==> src/rtl/shifter_arbiter.sv <==
// Purpose : round-robin arbiter sharing one 8-bit barrel shifter between two requesters.
// Latency : 1 cycle from accept to res_valid; 1 op/cycle while res_ready=1.
// Backpr. : while a result is held and res_ready=0, both reqN_ready are 0.
//
// Ports:
//   clk, rst          clock, synchronous active-high reset
//   reqN_valid/ready  requester N handshake (N=0,1); ready is combinational
//   reqN_din          operand, reqN_shamt shift amount 0..7
//   reqN_lr           1=left, 0=right; reqN_al 1=arithmetic right shift
//   res_valid/ready   result handshake; res_dout result, res_id winning requester
//
// Build option: define SHIFTER_ARB_FIXED_PRIO_EN to make requester 0 always
// win a conflict (no round-robin priority flop). Default is round-robin.
module shifter_arbiter #(
  parameter int WIDTH   = 8,  // must be 8: shamt is 3 bits wide
  parameter int RR_INIT = 0
) (
  input  logic             clk,
  input  logic             rst,
  input  logic             req0_valid,
  output logic             req0_ready,
  input  logic [WIDTH-1:0] req0_din,
  input  logic [2:0]       req0_shamt,
  input  logic             req0_lr,
  input  logic             req0_al,
  input  logic             req1_valid,
  output logic             req1_ready,
  input  logic [WIDTH-1:0] req1_din,
  input  logic [2:0]       req1_shamt,
  input  logic             req1_lr,
  input  logic             req1_al,
  output logic             res_valid,
  input  logic             res_ready,
  output logic [WIDTH-1:0] res_dout,
  output logic             res_id
);

  typedef enum logic {IDLE = 1'b0, FULL = 1'b1} state_t;

  state_t state;
  logic   can_accept;
  logic   grant0;
  logic   grant1;
  logic   accept;

  // Selected operands (winner's) feeding the shared shifter
  logic [WIDTH-1:0] op_din;
  logic [2:0]       op_shamt;
  logic             op_lr;
  logic             op_al;

  // Barrel shifter stage outputs
  logic             fill;
  logic [WIDTH-1:0] s0;
  logic [WIDTH-1:0] s1;
  logic [WIDTH-1:0] s2;

`ifndef SHIFTER_ARB_FIXED_PRIO_EN
  logic prio;  // requester that wins when both are valid
`endif

  assign res_valid  = (state == FULL);

  // A held result that is consumed this cycle frees the register for a new one.
  assign can_accept = (state == IDLE) | (res_ready & res_valid);

`ifdef SHIFTER_ARB_FIXED_PRIO_EN
  assign grant1 = req1_valid & ~req0_valid;
`else
  assign grant1 = req1_valid & (~req0_valid | prio);
`endif
  assign grant0 = req0_valid & ~grant1;

  // Reset blocks every handshake in the cycle it is asserted.
  assign req0_ready = ~rst & can_accept & grant0;
  assign req1_ready = ~rst & can_accept & grant1;
  assign accept     = req0_ready | req1_ready;

  assign op_din   = grant1 ? req1_din   : req0_din;
  assign op_shamt = grant1 ? req1_shamt : req0_shamt;
  assign op_lr    = grant1 ? req1_lr    : req0_lr;
  assign op_al    = grant1 ? req1_al    : req0_al;

  // Sign fill only for arithmetic right shifts; al is ignored on left shifts.
  assign fill = ~op_lr & op_al & op_din[WIDTH-1];

  assign s0 = ~op_shamt[0] ? op_din :
              op_lr        ? {op_din[WIDTH-2:0], 1'b0} :
                             {fill, op_din[WIDTH-1:1]};
  assign s1 = ~op_shamt[1] ? s0 :
              op_lr        ? {s0[WIDTH-3:0], 2'b00} :
                             {{2{fill}}, s0[WIDTH-1:2]};
  assign s2 = ~op_shamt[2] ? s1 :
              op_lr        ? {s1[WIDTH-5:0], 4'b0000} :
                             {{4{fill}}, s1[WIDTH-1:4]};

  always_ff @(posedge clk) begin
    if (rst) begin
      state    <= IDLE;
      res_dout <= '0;
      res_id   <= 1'b0;
`ifndef SHIFTER_ARB_FIXED_PRIO_EN
      prio     <= (RR_INIT != 0);
`endif
    end else if (accept) begin
      // Also covers consume+accept in FULL: reload with no bubble.
      state    <= FULL;
      res_dout <= s2;
      res_id   <= grant1;
`ifndef SHIFTER_ARB_FIXED_PRIO_EN
      prio     <= ~grant1;
`endif
    end else if ((state == FULL) && res_ready) begin
      state <= IDLE;  // res_dout keeps its last value
    end
  end

endmodule

==> config.mk <==
export PLATFORM = sky130hd
export DESIGN_NAME = shifter_arbiter
export DESIGN_NICKNAME = d
export VERILOG_FILES = /design/src/rtl/shifter_arbiter.sv
export SDC_FILE = /design/constraint.sdc
export NUM_CORES = 1
export LEC_CHECK = 0
export ABC_AREA = 1
export CAP_MARGIN = 25
export CORE_MARGIN = 2
export CORE_UTILIZATION = 50
export CTS_CLUSTER_SIZE = 40
export DETAILED_ROUTE_END_ITERATION = 10
export PLACE_DENSITY_LB_ADDON = 0.1
export SLEW_MARGIN = 20
export SYNTH_ARGS = -nofsm -noshare
export SYNTH_HDL_FRONTEND = slang
export SYNTH_SLANG_ARGS = --single-unit
==> constraint.sdc <==
create_clock -name clk -period 4.3 [get_ports clk]
set_clock_uncertainty 0.1 [all_clocks]
set_input_delay 0.645 -clock clk [delete_from_list [all_inputs] [get_ports clk]]
set_output_delay 0.645 -clock clk [all_outputs]
set_load 0.01 [all_outputs]
==> results.cfg <==
[finish]
layout-drive-gt1-share_pct = 16.9
n_fill_cell = 226
layout.cell_area.non_filler_um2 = 1740
num-nets-final = 287
layout_common_cells = nand2_1 (76), clkdlybuf4s50_1 (42), nand3_1 (29)
insertedDiodeCount = 0
layout-area-overhead-vs-synth_pct = 32.4
mostFrequentLayoutCell = nand2_1

[clock_tree]
cts-root-buf = clkbuf_4
cts_hold_buf = 0
tritoncts = yes
clock-sinks = 11
clk_latency_ps = 280
post_cts_resize_count = 0
clk_pin_slew_worst_paths_ps = 70
cts_htree_levels = 1
cts_bufs_inserted = 3
post_cts_setup_buffers = 0
max_clock_buf_depth = 2

[setup_path]
path_common_cell = clkdlybuf4s50_1
r2r_cells = 15
worstReg2RegEnd = res_dout[4]
worst_ep_arrival_time_ps = 2390
regToRegSetupSlack_ps = 2160
slowest_stage = clkdlybuf4s50_1
critical_path.endpoint_type = output pin
critPathRequiredTime_ps = 3560
critical_path_start_end_classification = primary input to output pin
crit_path_cell_trace = clkdlybuf4s50_1, nand2_4, nor2_4, clkdlybuf4s50_1
max_stage_delay_ps = 680
timing.critical_path.from_type = primary input
rr_startpoint = prio
critical_path.max_fanout = 21

[grt]
first_global_vias = 1261
global_router_s_overall_resource_usage_pct = 21.0
overflow = 0
grt_start_max_net_pins = 22
grt_first_pass_wirelength_mm = 5.29
grt_antenna_before_repair = 0

[hold_path]
whs_path_depth = 2
hold_path_class = register to register
hp-start = res_id
holdPathEnd = res_id

[place]
place_area_um2 = 1710
detailedPlacementHpwl_mm = 2.41
globalplace.congestion = 0.895
buffer_ports.inserted = 42
dpl_worst_slack_ps = 1170

[synthesis]
synth_area_per_cell_um2 = 6.14
netlist_instances = 214
sequential_element_share_of_the_synthesized_area_pct = 16.7
synth.yosys.warnings = 0
post_synth_num_cell_types = 29
synth_fp_nets = 245
postSynthRegisterBits = 11
syn-cell-area_um2 = 1320

[sta]
setup_violations = 0
final_critical_path_setup_slack_ps = 1170
tns_ps = 0
finalHoldViolCount = 0
slew-limit-headroom_pct = 76.3
timing_worst_slew_pin_value_ps = 355
rsz0062_at_grt = false
fin_crit_ps = 3130
clock.fmax_ghz = 0.319
final_period_util_pct = 72.8
final_max_slew_viol_count = 0

[pwr]
power.share.combinational_pct = 52.4
power_report.internal_total_w = 0.000240
p_switching_w = 0.000159
power.total_w = 0.000398
share_clk_of_total_power_pct = 18.5
power.ir.vdd_worst_v = 0.000253
power-per-cell-area_nw_per_um2 = 229
sw_frac_of_total_pct = 39.8
seq_power_share_pct = 29.1
power.leakage_nw = 0.866

[detailed_routing]
drt-wirelength-per-cell_um = 10.6
firstDrtPassIters = 4
vias_per_cell = 4.93
antenna_left = 0
detail_route.drc_violations = 0
detailroute.via_count = 1406
detailedRoute.firstIterationViolations = 58
routed_wirelength_mm = 3.01

[die]
placementRows = 18
ios = 43
core-area_um2 = 2480
die_h_um = 55.3
dieWidth_um = 55.3
die_footprint_um2 = 3060
initial_core_util_pct = 53.1

[status]
run_status = finished, final reports clean

[job]
max_cap_violations = 0
flip-flops by register name (all words and copies together) (netlist names):
signal,count
res_valid,1
res_dout,8
res_id,1
prio,1
worst max-delay path: cells and delay by family:
kind                   cells  cell delay [ps]
buffers and inverters      2             1240
and+or+nand+nor            2              500
cell type report:
type / count / area, um2 / area share, %
clock buffer: 4 / 26.3 / 1.51
multi-input combinational: 170 / 925 / 53.1
sequential: 11 / 220 / 12.7
tap: 30 / 37.5 / 2.16
timing repair buffer: 43 / 428 / 24.6
inverter: 27 / 104 / 5.97
stage by stage:
step / util (%) / cells / hold WS [ps]
2_1_floorplan: - / 214 / 382
3_3_place_gp: 69.2 / 281 / 414
3_5_place_dp: 69.2 / 281 / 402
4_1_cts: 70.3 / 285 / 425
5_1_grt: 70.3 / 285 / 473
6_report: 70.3 / 285 / 416
cells by family after synthesis:
kind of cell           synth area share [%]
DFF                                    16.7
and+or+nand+nor                        60.0
buffers and inverters                  12.9
AOI/OAI and AO/OA                      10.3
worst max path at each step:
stage	startpoint	to	cells past startpoint
after global placement	req1_valid	req1_ready	4
after floorplan	req1_valid	req1_ready	5
final	req1_valid	req1_ready	4
after detailed placement	req1_valid	req1_ready	4
after CTS	req1_valid	req1_ready	4
after global routing	req1_valid	req1_ready	4
metal layers:
layer | global-route usage [%] | share of wire, % | vias up
met2 | 33.5 | 46 | 50
met4 | 4.88 | 1.0 | 0
met3 | 5.62 | 6.6 | 4
li1 | - | - | 760
met5 | 0 | 0 | -
met1 | 28.3 | 47 | 592
synth_stat cells:
library cell	number	share of area, %
nand2_1	76	22
nand3_1	29	11
inv_1	22	6.3
nand2_2	12	5.7
dfxtp_1	11	17
a21oi_1	8	3.0
nand2_4	8	6.9
nand3_2	5	3.8
nor2_4	5	4.3
o21ai_0	5	1.9
or2_1	5	2.4
o21ai_1	4	1.5
inv_2	3	0.86
nor2_1	3	0.86
a21oi_2	2	1.3
buf_4	2	1.1
nand3b_1	2	1.1
a21boi_1	1	0.57
buf_12	1	1.5
buf_2	1	0.38
buf_6	1	0.86
buf_8	1	1.1
clkinv_1	1	0.29
inv_4	1	0.48
nand2b_1	1	0.48
nand3_4	1	1.3
nand4_1	1	0.48
o21ai_2	1	0.67
o21ai_4	1	1.2
power groups by stage:
stage	combinational, W	clock, W	sequential (W)
2_1_floorplan	0.000140	0	0.000122
3_3_place_gp	0.000207	0	0.000118
3_5_place_dp	0.000208	0	0.000118
4_1_cts	0.000209	0.0000748	0.000116
5_1_grt	0.000233	0.0000804	0.000117
6_report	0.000209	0.0000735	0.000116
(Power assumes the default switching activity.)
